===== config.mk =====
export PLATFORM = sky130hd
export DESIGN_NAME = red_pitaya_na_sweep_ctrl
export DESIGN_NICKNAME = d
export VERILOG_FILES = /design/src/rtl/red_pitaya_na_sweep_ctrl.sv
export SDC_FILE = /design/constraint.sdc
export NUM_CORES = 1
export LEC_CHECK = 0
export BUFFER_PORTS_ARGS = -buffer_cell sky130_fd_sc_hd__buf_2
export CORE_MARGIN = 8
export CORE_UTILIZATION = 49
export DETAILED_ROUTE_END_ITERATION = 10
export MAX_ROUTING_LAYER = met4
export PLACE_DENSITY = 0.82
export RECOVER_POWER = 50
export SLEW_MARGIN = 20
export SYNTH_ARGS = -nofsm -noshare
export SYNTH_HDL_FRONTEND = slang
export SYNTH_SLANG_ARGS = --single-unit

===== constraint.sdc =====
create_clock -name clk_i -period 3.3 [get_ports clk_i]
set_input_delay 0.33 -clock clk_i [delete_from_list [all_inputs] [get_ports clk_i]]
set_output_delay 0.33 -clock clk_i [all_outputs]
set_load 0.01 [all_outputs]

===== src/rtl/red_pitaya_na_sweep_ctrl.sv =====
`default_nettype none
// ============================================================================
// red_pitaya_na_sweep_ctrl : network-analyzer sweep sequencer for one IQ block
// Rev 1.0
// ============================================================================
module red_pitaya_na_sweep_ctrl #(
  parameter int          PHASEBITS   = 32,
  parameter int          POINTBITS   = 16,
  parameter int          SUMBITS     = 62,
  parameter int          ACK_TIMEOUT = 255,
  parameter logic [15:0] FREQ_ADDR   = 16'h108,
  parameter logic [15:0] SUM_BASE    = 16'h140
) (
  input  logic                 clk_i,
  input  logic                 rstn_i,
  input  logic                 start,
  input  logic                 abort,
  input  logic [PHASEBITS-1:0] freq_start,
  input  logic [PHASEBITS-1:0] freq_step,
  input  logic [POINTBITS-1:0] n_points,
  output logic [15:0]          m_addr,
  output logic                 m_wen,
  output logic                 m_ren,
  output logic [31:0]          m_wdata,
  input  logic [31:0]          m_rdata,
  input  logic                 m_ack,
  output logic                 res_valid,
  input  logic                 res_ready,
  output logic [SUMBITS-1:0]   res_i,
  output logic [SUMBITS-1:0]   res_q,
  output logic [POINTBITS-1:0] res_idx,
  output logic                 busy,
  output logic                 done,
  output logic                 err
);

  localparam int HALF = SUMBITS / 2;
  localparam int TW   = $clog2(ACK_TIMEOUT + 1);
  localparam logic [TW-1:0] TMO_LAST = TW'(ACK_TIMEOUT - 1);

  typedef enum logic [2:0] {
    S_IDLE, S_WR_FREQ, S_POLL, S_RD_ILO, S_RD_IHI, S_RD_QLO, S_RD_QHI, S_EMIT
  } state_t;

  state_t                 state_q, state_d;
  logic [PHASEBITS-1:0]   freq_q;
  logic [POINTBITS-1:0]   idx_q;
  logic [TW-1:0]          tmo_q;
  logic [HALF-1:0]        ilo_q, ihi_q, qlo_q;
  logic                   issue_d;
  logic [15:0]            addr_d;
  logic                   bus_st, ack_ok, tmo_hit, last_pt, xfer;

  // Acks are only honoured from the cycle after the strobe onward.
  always_comb begin
    bus_st  = state_q inside {S_WR_FREQ, S_POLL, S_RD_ILO, S_RD_IHI, S_RD_QLO, S_RD_QHI};
    ack_ok  = bus_st && !(m_wen || m_ren) && m_ack;
    tmo_hit = bus_st && !(m_wen || m_ren) && !m_ack && (tmo_q == TMO_LAST);
    last_pt = (idx_q == n_points - POINTBITS'(1));
    xfer    = (state_q == S_EMIT) && res_valid && res_ready;
    state_d = state_q;
    issue_d = 1'b0;
    case (state_q)
      S_IDLE:    if (start && (n_points != '0)) begin state_d = S_WR_FREQ; issue_d = 1'b1; end
      S_WR_FREQ: if (ack_ok) begin state_d = S_POLL; issue_d = 1'b1; end
      S_POLL:    if (ack_ok) begin state_d = m_rdata[31] ? S_POLL : S_RD_ILO; issue_d = 1'b1; end
      S_RD_ILO:  if (ack_ok) begin state_d = S_RD_IHI; issue_d = 1'b1; end
      S_RD_IHI:  if (ack_ok) begin state_d = S_RD_QLO; issue_d = 1'b1; end
      S_RD_QLO:  if (ack_ok) begin state_d = S_RD_QHI; issue_d = 1'b1; end
      S_RD_QHI:  if (ack_ok) state_d = S_EMIT;
      S_EMIT:    if (xfer) begin
                   state_d = last_pt ? S_IDLE : S_WR_FREQ;
                   issue_d = !last_pt;
                 end
      default:   state_d = S_IDLE;
    endcase
    if (tmo_hit) state_d = S_IDLE;
    if (abort) begin
      state_d = S_IDLE;
      issue_d = 1'b0;
    end
    case (state_d)
      S_WR_FREQ: addr_d = FREQ_ADDR;
      S_RD_IHI:  addr_d = SUM_BASE + 16'h4;
      S_RD_QLO:  addr_d = SUM_BASE + 16'h8;
      S_RD_QHI:  addr_d = SUM_BASE + 16'hC;
      default:   addr_d = SUM_BASE;
    endcase
  end

  always_ff @(posedge clk_i) begin
    if (!rstn_i) begin
      state_q   <= S_IDLE;
      freq_q    <= '0;
      idx_q     <= '0;
      tmo_q     <= '0;
      ilo_q     <= '0;
      ihi_q     <= '0;
      qlo_q     <= '0;
      m_addr    <= '0;
      m_wen     <= 1'b0;
      m_ren     <= 1'b0;
      m_wdata   <= '0;
      res_valid <= 1'b0;
      res_i     <= '0;
      res_q     <= '0;
      res_idx   <= '0;
      busy      <= 1'b0;
      done      <= 1'b0;
      err       <= 1'b0;
    end else begin
      state_q <= state_d;
      done    <= 1'b0;
      m_wen   <= issue_d && (state_d == S_WR_FREQ);
      m_ren   <= issue_d && (state_d != S_WR_FREQ);
      if (issue_d) begin
        m_addr <= addr_d;
        tmo_q  <= '0;
      end else if (bus_st) begin
        tmo_q  <= tmo_q + TW'(1);
      end
      if (abort) begin
        busy      <= 1'b0;
        res_valid <= 1'b0;
      end else begin
        case (state_q)
          S_IDLE: if (start) begin
            if (n_points == '0) begin
              done <= 1'b1;
            end else begin
              freq_q  <= freq_start;
              idx_q   <= '0;
              err     <= 1'b0;
              busy    <= 1'b1;
              m_wdata <= 32'(freq_start);
            end
          end
          S_RD_ILO: if (ack_ok) ilo_q <= m_rdata[HALF-1:0];
          S_RD_IHI: if (ack_ok) ihi_q <= m_rdata[HALF-1:0];
          S_RD_QLO: if (ack_ok) qlo_q <= m_rdata[HALF-1:0];
          S_RD_QHI: if (ack_ok) begin
            res_i     <= {ihi_q, ilo_q};
            res_q     <= {m_rdata[HALF-1:0], qlo_q};
            res_idx   <= idx_q;
            res_valid <= 1'b1;
          end
          S_EMIT: if (xfer) begin
            res_valid <= 1'b0;
            if (last_pt) begin
              done <= 1'b1;
              busy <= 1'b0;
            end else begin
              freq_q  <= freq_q + freq_step;
              idx_q   <= idx_q + POINTBITS'(1);
              m_wdata <= 32'(freq_q + freq_step);
            end
          end
          default: ;
        endcase
        if (tmo_hit) begin
          err  <= 1'b1;
          busy <= 1'b0;
        end
      end
    end
  end

endmodule
`default_nettype wire

======== After elaboration in Yosys (flattened, before gate mapping) ========
Cells that the tools add are included.
storage, ports and cells
  register bits after elaboration ......... 314
  word-level logic and storage cells ...... 123
  bits of input ports ..................... 118
cells by class
  reduce and logical (&&, ||, !) cells .... 33
  bitwise operators ....................... 2
  $add $sub $neg .......................... 4
  eq/ne operators ......................... 21
  multiplexer cells ....................... 46
operators with widths
  cell                                                number
  2-to-1 mux 32 bit                                   4
  2-to-1 mux 16 bit                                   4
  case mux 32 bit (2 select lines)                    1
  adder 32 bit                                        1
  case mux 16 bit (2 select lines)                    1
  2-to-1 mux 3 bit                                    10
  case mux 7 bit (4 select lines)                     1
  case mux 3 bit (8 select lines)                     1
  == test 3 bit, second input constant                7
  2-to-1 mux 1 bit                                    20
  adder 16 x 1 -> 16 bit, second input constant       1
  == test 16 bit                                      1
  zero test 16 bit                                    1
  nonzero test 16 bit                                 1
  subtractor 16 x 1 -> 16 bit, second input constant  1
  AND reduction 3 bit                                 5
  inequality test 2 bit, second input constant        7
  logical AND 1 bit                                   9
  adder 8 x 1 -> 8 bit, second input constant         1
  == test 8 bit, second input constant                1
  nonzero test 2 bit                                  4
  == test 3 x 1 -> 1 bit, second input constant       2
  == test 3 x 2 -> 1 bit, second input constant       2
  case mux 1 bit (2 select lines)                     3
  other kinds (13)                                    17

======== Longest topological paths before layout ========
Gate-level depths: netlist (run 1).
  word-level depth ........................ 10
  mapped depth ............................ 12
  depth with buffers taken out ............ 11

======== Least setup slack after synthesis (run 1) ========
No wires, ideal clock.
  path type ............................... input to register
  from .................................... input n_points[0]
  to ...................................... register m_addr[2]
  stages .................................. 11
  buffers on the path ..................... 1
  arrival time ............................ 3023 ps
  slack ................................... 160 ps
  setup time .............................. 117 ps
  path through ............................ inv_1 ha_1 or3b_2 nor3_1 mux2_2 a2111oi_2 nand4_4 o21a_1 buf_6 a32o_1 a32o_1
between the ends
  longest elaborated chain between the ends .. 9
  elaborated cells on any way between the ends .. 20
  classes of those cells .................. add/sub: 1; eq/ne: 5; mux: 11; reduce/logical: 3
ends and longest elaborated chain
  what                                                            RTL line  RTL
  from (decl)                                                     20        input logic [POINTBITS-1:0] n_points,
  subtractor 16 x 1 -> 16 bit                                     59        last_pt = (idx_q == n_points - POINTBITS'(1));
  == test 16 bit                                                  59
  2-to-1 mux 1 bit                                                72        state_d = last_pt ? S_IDLE : S_WR_FREQ;
  2-to-1 mux 3 bit                                                71        S_EMIT: if (xfer) begin
  case mux 3 bit (8 select lines)                                 63        case (state_q)
  2-to-1 mux 3 bit                                                77        if (tmo_hit) state_d = S_IDLE;
  2-to-1 mux 3 bit                                                78        if (abort) begin
  == test 3 bit / == test 3 x 1 -> 1 bit (equally long branches)  82        case (state_d)
  case mux 7 bit (4 select lines)                                 82
  to (signal assigned)                                            117       m_addr <= addr_d;
  to (decl)                                                       21        output logic [15:0] m_addr,
Parallel ways exist; a longest one is shown, timed or not.
A chain may end at the register's enable or synchronous reset.

======== Worst setup path after layout (run 1) ========
  from .................................... register freq_q[0]
  to ...................................... register freq_q[30]
between the ends
  longest elaborated chain between the ends .. 4
ends and longest elaborated chain
  what                              RTL line  RTL
  from (decl)                       46        logic [PHASEBITS-1:0] freq_q;
  from (signal assigned)            131       freq_q <= freq_start;
  from (signal assigned)            153       freq_q <= freq_q + freq_step;
  adder 32 bit                      153
  2-to-1 mux 32 bit                 149       if (last_pt) begin
  2-to-1 mux 32 bit                 147       S_EMIT: if (xfer) begin
  case mux 32 bit (2 select lines)  126       case (state_q)
No other way between the ends. The select of a mux whose other input is x is not followed.

==> impl_metrics.json, run 1 <==
{
  "die_y_um": 182,
  "cts_tree": "yes",
  "clkSinkCount": 302,
  "initial_core_util": 0.492,
  "crit_type": "reg -> reg",
  "cts_buffers": 34,
  "n_fill_cell": 2530,
  "design_area_mm2": 0.0163,
  "hold_viol_final": 0,
  "fin_skew_ns": 0.0241,
  "setup_viol_count_final": 0,
  "chipWidth_um": 182,
  "netlist_area_mm2": 0.0135,
  "peakVddDrop_v": 0.000492,
  "grt_pass1_vias": 13100,
  "via_per_inst": 5.69,
  "dpl_worst_slack_ns": -0.0487,
  "syn_area_per_cell_um2": 7.68,
  "ys.flop_type": "dfxtp_1",
  "drtIter0Drc": 926,
  "grt_max_degree": 139,
  "ys_seq_area_frac": 0.447,
  "holdPathStages": 3,
  "wl_um": 42800,
  "fin_crit_sh": 0.899,
  "cts_root_buffer": "clkbuf_16",
  "post_cts_resized": 0,
  "drv_slew": 0,
  "cts-htree-levels": 2,
  "maxCapViolations": 0,
  "synth.largest_area_cell": "dfxtp_1",
  "clk_path_buf_depth": 3,
  "final_common_cell": "nand2_1",
  "ant_nets": 0,
  "mostFrequentLayoutCells": "nand2_1 (532), dfxtp_1 (302), a21oi_1 (284)",
  "cp.required_ns": 3.66,
  "min_period_ns": 2.97,
  "relSlewSlack": 0.450,
  "drive_gt1_frac": 0.113,
  "worstPathArrival_ns": 3.32,
  "worst_setup_path_start_kind": "register",
  "postPlaceCellArea_mm2": 0.0153,
  "rr_worst_depth": 12,
  "synth.distinct_cells": 72,
  "syn_inst": 1761,
  "clkTransAtPathRegs_ns": 0.06,
  "timing.rr.end": "freq_q[30]",
  "async_reset_ff_frac": 0,
  "cts_hold_buf": 0,
  "tns_ns": 0,
  "grt_setup_unrepaired": "no",
  "post_cts_buffers": 0,
  "hp-class": "in -> reg",
  "synth_area_leaders": "dfxtp_1 (45%), nand2_1 (15%), a21oi_1 (11%), ha_1 (3.3%), clkbuf_1 (3.0%)",
  "finalHoldWorstSlack_ns": 0.0743,
  "num_rows": 61,
  "synth_top_area_share": 0.447,
  "synth_edf_count": 0,
  "p_per_area_mw_per_mm2": 520,
  "status": "completed",
  "ys_warn_count": 0,
  "stdcell_count": 2387,
  "grtUsageTotal": 0.251,
  "clkLatencyLatePin_ns": 0.52,
  "antenna_found_initial": 3,
  "area_growth_syn_to_layout_pct": 20.5,
  "via_count": 13600,
  "ys_ff_latch": 302,
  "dieArea_mm2": 0.0332,
  "dp_hpwl_um": 30000,
  "hold_path_end": "freq_q[19]",
  "port_buffers": 299,
  "ios": 312,
  "dr.pass1.iters": 7,
  "wire_per_inst_um": 17.9,
  "r2r-start": "freq_q[0]",
  "min_from": "freq_start[19]",
  "fin_nets": 2167,
  "grt_pass1_wl_um": 67200,
  "gp_congestion": 0.939,
  "critical_path.endpoint_type": "register",
  "grt_overflow": 0,
  "core-area_mm2": 0.0275,
  "fin_ws_ns": 0.334,
  "rrSetupSlack_ns": 0.33,
  "fmax_mhz": 337,
  "leakagePower_nw": 5.86,
  "tightest_slew_ns": 0.816,
  "drc": 0,
  "dp_cells": 2322,
  "critPathMaxFanout": 4
}
## worst max-delay path by stage
| stage | startpoint | slack, ns | depth (start not counted) | end |
|---|---|---|---|---|
| 2_1_floorplan | n_points[0] | 0.16 | 11 | m_addr[2] |
| 3_3_place_gp | n_points[0] | 0.04 | 13 | freq_q[24] |
| 3_5_place_dp | n_points[0] | -0.05 | 13 | freq_q[17] |
| 4_1_cts | freq_q[0] | 0.34 | 12 | freq_q[30] |
| 5_1_grt | freq_q[0] | 0.05 | 12 | freq_q[30] |
| 6_report | freq_q[0] | 0.33 | 12 | freq_q[30] |
## metal layers
metal,global-route usage,up-vias,part of all wire
met5,-,-,0
met4,0.132,0,0.049
met3,0.0451,127,0.068
met2,0.408,569,0.48
met1,0.294,6367,0.41
li1,-,6520,-
## layout make-up
type | count | area [µm²] | share of cell area
Antenna cell | 3 | 7.51 | 0.000461
Clock buffer | 50 | 1050 | 0.0646
Clock inverter | 12 | 185 | 0.0114
Inverter | 20 | 82.6 | 0.00507
Multi-Input combinational cell | 1321 | 6920 | 0.425
Sequential cell | 302 | 6050 | 0.371
Tap cell | 346 | 433 | 0.0266
Timing Repair Buffer | 333 | 1570 | 0.0962
## per-stage QoR
step | utilization | power [W]
CTS | 0.601 | 0.00853
global placement | 0.556 | 0.00449
detailed placement | 0.556 | 0.00449
floorplan | - | 0.00424
global route | 0.593 | 0.00877
finish | 0.593 | 0.00847
## critical path, stage by stage, from the launching register on
cell and delay, ns:
dfxtp_1 0.36, ha_1 0.24, inv_1 0.07, fa_1 0.39, nand2b_1 0.19, a21oi_1 0.20
o311ai_0 0.22, a21o_1 0.30, a211oi_1 0.29, buf_4 0.18, or2_2 0.12, mux2i_1 0.18
a31oi_1 0.09
## flip-flops by register name, indices dropped and copies added (netlist names), 3 cells and up
name,count
ihi_q,31
res_idx,16
state_q,3
m_addr,4
qlo_q,31
res_i,62
idx_q,16
tmo_q,8
freq_q,32
res_q,62
ilo_q,31
## power by group
group | leakage [nW] | total, W | internal [W] | switching [W]
sequential | 2.44 | 0.00372 | 0.00368 | 0.0000364
clock | 0.611 | 0.00405 | 0.00253 | 0.00151
combinational | 2.81 | 0.000708 | 0.000260 | 0.000447
## cell usage after synthesis, drive strengths merged, types with 3 or more instances
library cell	instances
a21o	11
nand3	28
xor2	18
o31ai	5
buf	20
o31a	3
nand4	20
a211oi	22
inv	20
o211ai	19
nor2	76
o2111ai	9
clkbuf	109
or3	8
and2	6
a22oi	3
nand2	534
ha	36
and3	11
nor2b	6
dfxtp	302
o21a	5
nor3b	3
mux2i	6
xnor2	25
or4	8
a311oi	8
o21ai	53
nor4	9
nand3b	4
nor3	29
nand2b	11
a31oi	11
a21oi	285
## kinds of logic after synthesis
| group | count (synthesis) | share of synthesized area |
|---|---|---|
| xor+xnor | 44 | 0.0295 |
| simple gates | 762 | 0.240 |
| mux | 7 | 0.00527 |
| fa+ha+maj | 37 | 0.0348 |
| other cells | 1 | 0.000277 |
| flops | 302 | 0.447 |
| compound gates | 459 | 0.197 |
| buf+inv | 149 | 0.0463 |
Note: power is estimated with default switching activity, not from simulation.
==> inputs of run 2 (changes only) <==
--- a/config.mk
+++ b/config.mk
@@ -5,9 +5,10 @@
 export SDC_FILE = /design/constraint.sdc
 export NUM_CORES = 1
 export LEC_CHECK = 0
+export ABC_AREA = 1
 export BUFFER_PORTS_ARGS = -buffer_cell sky130_fd_sc_hd__buf_2
 export CORE_MARGIN = 8
-export CORE_UTILIZATION = 49
+export CORE_UTILIZATION = 50
 export DETAILED_ROUTE_END_ITERATION = 10
 export MAX_ROUTING_LAYER = met4
 export PLACE_DENSITY = 0.82
==> impl_metrics.json, run 2 <==
{
  "clkSinkCount": 302,
  "grt_pass1_vias": 14400,
  "ys_warn_count": 0,
  "num_rows": 62,
  "dp_hpwl_um": 31900,
  "wire_per_inst_um": 16.6,
  "ys_ff_latch": 302,
  "relSlewSlack": 0.409,
  "mostFrequentLayoutCells": "nor2_1 (603), nand2_1 (309), dfxtp_1 (302)",
  "n_fill_cell": 2751,
  "fin_skew_ns": 0.0132,
  "synth_area_leaders": "dfxtp_1 (42%), nor2_1 (16%), o21ai_0 (9.6%), nand2_1 (8.0%), nand3_1 (3.7%)",
  "drtIter0Drc": 1526,
  "wl_um": 45900,
  "drc": 0,
  "rrSetupSlack_ns": 0.57,
  "total_power_w": 0.00810,
  "area_growth_syn_to_layout_pct": 17.2,
  "min_period_ns": 2.73,
  "holdPathStages": 3,
  "dieArea_mm2": 0.0345,
  "dr.pass1.iters": 6,
  "grtUsageTotal": 0.263,
  "multi_input_area_mm2": 0.00735,
  "synth_top_area_share": 0.420,
  "maxCapViolations": 0,
  "finalHoldWorstSlack_ns": 0.0377,
  "synth_most_common_cell": "nor2_1",
  "initial_core_util": 0.504,
  "critPathMaxFanout": 151,
  "min_from": "m_rdata[29]",
  "grt_overflow": 0,
  "port_buffers": 299,
  "comb_power_share": 0.092,
  "fin_nets": 2512,
  "syn_inst": 2115,
  "worstPathArrival_ns": 3.24,
  "async_reset_ff_frac": 0,
  "crit_type": "reg -> reg",
  "cp.required_ns": 3.81,
  "hold_viol_final": 0,
  "tns_ns": 0,
  "post_cts_resized": 0,
  "grt_setup_unrepaired": "no",
  "leakagePower_nw": 7.99,
  "ys.flop_type": "dfxtp_1",
  "netlist_area_mm2": 0.0144,
  "synth.largest_area_cell": "dfxtp_1",
  "netSwitchingFraction": 0.257,
  "wl_met2_um": 20600,
  "cts-htree-levels": 1,
  "clk_path_buf_depth": 3,
  "hp-class": "in -> reg",
  "regArea_mm2": 0.00605,
  "cts_tree": "yes",
  "fin_crit_sh": 0.828,
  "status": "completed",
  "synth_common_cells": "nor2_1 (604), nand2_1 (308), dfxtp_1 (302)",
  "ant_nets": 0,
  "core-area_mm2": 0.0285,
  "drt-met1-wl_um": 18700,
  "grt_pass1_wl_um": 72500,
  "synth_edf_count": 0,
  "peakVddDrop_v": 0.000409,
  "grt_max_degree": 236,
  "ios": 312,
  "gp_congestion": 1.02,
  "synth.distinct_cells": 41,
  "cts_hold_buf": 0,
  "post_cts_buffers": 0,
  "seqPwrFrac": 0.458,
  "drv_slew": 0,
  "final_common_cell": "nor2_1",
  "p_switching_w": 0.00208,
  "setup_viol_count_final": 0,
  "highest_layer": "met4",
  "p_per_area_mw_per_mm2": 480,
  "die_y_um": 186,
  "drive_gt1_frac": 0.0903,
  "r2r-start": "state_q[2]",
  "critical_path.endpoint_type": "register",
  "via_count": 15000,
  "fmax_mhz": 366,
  "cts_root_buffer": "clkbuf_16",
  "tightest_slew_ns": 0.886,
  "antenna_found_initial": 1,
  "ys_seq_area_frac": 0.420,
  "syn_area_per_cell_um2": 6.81,
  "worst_setup_path_start_kind": "register",
  "top_regs": "res_i: 62 flops, res_q: 62 flops, freq_q: 32 flops",
  "p_clk_frac": 0.450,
  "timing.rr.end": "res_i[8]",
  "rr_worst_depth": 11,
  "final_util": 0.591,
  "p_int_w": 0.00602,
  "clkLatencyLatePin_ns": 0.58,
  "routed-wl-met3_um": 4490,
  "clkTransAtPathRegs_ns": 0.07,
  "chipWidth_um": 186,
  "hold_path_end": "ihi_q[29]",
  "cts_buffers": 31,
  "via_per_inst": 5.42
}
## run 2: changes by cell type after synthesis, moves of 79 or more
cell	before	now
nor2_1	76	604
nand2_1	534	308
o21ai_0	52	276
a21oi_1	284	88
inv_1	20	123
nand3_1	28	107
## run 2: per-layer routing
layer  vias to the layer above  global-route usage
li1                       7278                   -
met1                      6856               0.320
met2                       711               0.410
met3                       134              0.0572
met4                         0               0.126
met5                         -                   -
## run 2: cell type report
class / count / area share
Multi-Input combinational cell: 1576 / 0.435
Sequential cell: 302 / 0.358
Timing Repair Buffer: 319 / 0.0862
Clock buffer: 38 / 0.0505
Tap cell: 384 / 0.0285
Inverter: 127 / 0.0284
Clock inverter: 19 / 0.0125
Antenna cell: 1 / 0.000148
## run 2: worst max path at each step
stage,startpoint,to,slack (ns)
CTS,state_q[2],res_i[8],0.61
detailed placement,n_points[0],idx_q[1],0.38
floorplan,freq_q[0],freq_q[22],0.87
global route,n_points[0],idx_q[4],0.33
global placement,n_points[0],freq_q[4],0.43
finish,state_q[2],res_i[8],0.57
## run 2: through the flow
stage                     std cells  instance area [µm²]  setup WS, ns
final                          2766                16900         0.567
after global routing           2766                16900         0.334
after CTS                      2765                17100         0.610
after detailed placement       2708                16100         0.377
after global placement         2708                16100         0.430
after floorplan                2126                14400         0.868
## run 2: logic make-up (layout without fill, tap and decap cells)
kind of cell	after synthesis	after routing	synth area share
adders and majority gates	37	37	0.0327
buffers and inverters	248	503	0.0733
xor gates and xnor gates	37	37	0.0225
DFF	302	302	0.420
other	1	13	0.000260
and+or+nand+nor	1101	1101	0.312
AOI/OAI and AO/OA	389	389	0.139
## run 2: critical path, stage by stage (launching register included)
cell     delay, ns
dfxtp_1       0.43
inv_1         0.16
nand3_1       0.16
nand2_1       0.15
inv_1         0.15
nand2_1       0.11
nor2_4        0.17
nand3_1       0.21
nor2_4        0.21
buf_12        0.46
o21ai_0       0.21
nor2_1        0.18
## run 2: power by group through the flow
stage	combinational [W]	clock, W	sequential, W
floorplan	0.000466	0	0.00379
global placement	0.000724	0	0.00379
detailed placement	0.000735	0	0.00379
CTS	0.000739	0.00368	0.00371
global route	0.000824	0.00384	0.00371
finish	0.000745	0.00364	0.00371
==> inputs of run 3 (changes only) <==
--- a/config.mk
+++ b/config.mk
@@ -11,7 +11,7 @@
 export CORE_UTILIZATION = 50
 export DETAILED_ROUTE_END_ITERATION = 10
 export MAX_ROUTING_LAYER = met4
-export PLACE_DENSITY = 0.82
+export PLACE_DENSITY = 0.79
 export RECOVER_POWER = 50
 export SLEW_MARGIN = 20
 export SYNTH_ARGS = -nofsm -noshare
==> constraint.sdc (replaced) <==
create_clock -name clk_i -period 2.7 [get_ports clk_i]
set_input_delay 0.27 -clock clk_i [delete_from_list [all_inputs] [get_ports clk_i]]
set_output_delay 0.27 -clock clk_i [all_outputs]
set_load 0.01 [all_outputs]
==> impl_metrics.json, run 3 (synthesis gave the netlist of run 2 again) <==
{
  "wire_per_inst_um": 17.2,
  "critPathMaxFanout": 19,
  "post_cts_buffers": 0,
  "drtIter0Drc": 1324,
  "fin_skew_ns": 0.0126,
  "via_per_inst": 5.38,
  "die_y_um": 186,
  "min_period_ns": 2.51,
  "ant_nets": 0,
  "dieArea_mm2": 0.0345,
  "crit_type": "reg -> reg",
  "drive_gt1_frac": 0.0967,
  "critical_path.endpoint_type": "register",
  "mostFrequentLayoutCells": "nor2_1 (602), nand2_1 (308), dfxtp_1 (301)",
  "cp.required_ns": 3.16,
  "chipWidth_um": 186,
  "p_per_area_mw_per_mm2": 567,
  "gp_congestion": 0.947,
  "cts_root_buffer": "clkbuf_16",
  "clkLatencyLatePin_ns": 0.58,
  "grt_overflow": 0,
  "top_regs": "res_i: 62 flops, res_q: 62 flops, freq_q: 32 flops",
  "relSlewSlack": 0.536,
  "fmax_mhz": 399,
  "grt_pass1_wl_um": 75100,
  "ios": 312,
  "final_util": 0.604,
  "grt_pass1_vias": 14400,
  "worstPathArrival_ns": 2.97,
  "hold_viol_final": 0,
  "grtUsageTotal": 0.274,
  "via_count": 15100,
  "dr.pass1.iters": 6,
  "drv_slew": 0,
  "tns_ns": 0,
  "drc": 0,
  "setup_viol_count_final": 0,
  "tightest_slew_ns": 0.696,
  "fin_crit_sh": 0.929,
  "port_buffers": 299,
  "area_growth_syn_to_layout_pct": 19.8,
  "cts_tree": "yes",
  "grt_max_degree": 168,
  "initial_core_util": 0.504,
  "fin_nets": 2551,
  "peakVddDrop_v": 0.000527,
  "clkSinkCount": 302,
  "cts_buffers": 31,
  "maxCapViolations": 0,
  "finalHoldWorstSlack_ns": 0.0153,
  "dp_hpwl_um": 33400,
  "hp-class": "in -> reg",
  "antenna_found_initial": 2,
  "worst_setup_path_start_kind": "register",
  "num_rows": 62,
  "leakagePower_nw": 8.17,
  "final_common_cell": "nor2_1",
  "core-area_mm2": 0.0285,
  "clkTransAtPathRegs_ns": 0.06,
  "clk_path_buf_depth": 3,
  "grt_setup_unrepaired": "no",
  "cts-htree-levels": 1,
  "status": "completed",
  "wl_um": 48200
}
-- run 3: cell count changes in the layout (fill, tap and decap cells not counted), moves of 2 or more --
cell	previous run	this run
clkbuf_1	185	188
buf_12	3	5
clkinv_4	0	3
clkinvlp_4	6	2
clkbuf_4	0	3
o21ai_0	276	274
bufinv_16	3	1
o21ai_1	2	4
dlygate4sd3_1	0	25
buf_4	14	22
inv_6	3	1
-- run 3: worst paths after layout --
| path | from | endpoint | slack [ns] | cells after the start |
|---|---|---|---|---|
| hold / removal | m_rdata[9] | res_q[40] | 0.02 | 3 |
| setup / recovery | state_q[2] | ilo_q[19] | 0.19 | 14 |
| hold reg to reg | m_addr[8] | m_addr[8] | 0.47 | 2 |
| setup reg to reg | state_q[2] | ilo_q[19] | 0.19 | 14 |
-- run 3: what timing repair did --
item                                    4_1_cts  5_1_grt
gates resized for setup                       0       10
endpoints found under the setup margin        0      154
endpoints found under the hold margin        80        0
hold buffers                                 25        0
-- run 3: cell type report --
cell class              count  area [µm²]
diodes                      2        5.00
inverters                 127         479
repair buffers            358        1860
flip-flops and latches    302        6050
well taps                 384         480
clock inverters            15         135
clock buffers              43         881
multi-input cells        1576        7360
fillers                  2753       11300
-- run 3: critical path: stages (launching register included) --
cell and delay [ns]:
dfxtp_2 0.39, inv_1 0.13, nand3_1 0.15, nand2_1 0.16
inv_2 0.13, nand2_1 0.11, nor2_4 0.19, inv_1 0.11
nor2_1 0.13, inv_1 0.10, nor2_2 0.10, inv_1 0.26
buf_12 0.26, nor2_1 0.11, nor2_1 0.05
-- run 3: power by group --
group | switching (W) | internal [W] | leakage, nW
logic | 0.000627 | 0.000347 | 5.24
clock network | 0.00188 | 0.00239 | 0.501
registers | 0.0000368 | 0.00449 | 2.44
total | 0.00255 | 0.00724 | 8.17
-- run 3: per-layer routing --
metal	share of wire	global-route usage	wire (µm)
met5	0	-	0
met4	0.040	0.110	1910
met3	0.082	0.0492	3960
met2	0.46	0.428	22000
met1	0.42	0.346	20400
-- run 3: metrics by stage --
stage | instances | cell area (µm²) | setup slack, ns | total power (W)
5_1_grt | 2807 | 17300 | 0.00423 | 0.0101
3_5_place_dp | 2721 | 16200 | 0.116 | 0.00556
6_report | 2807 | 17300 | 0.191 | 0.00978
4_1_cts | 2804 | 17500 | 0.105 | 0.00982
2_1_floorplan | 2126 | 14400 | 0.268 | 0.00521
3_3_place_gp | 2721 | 16200 | 0.203 | 0.00555
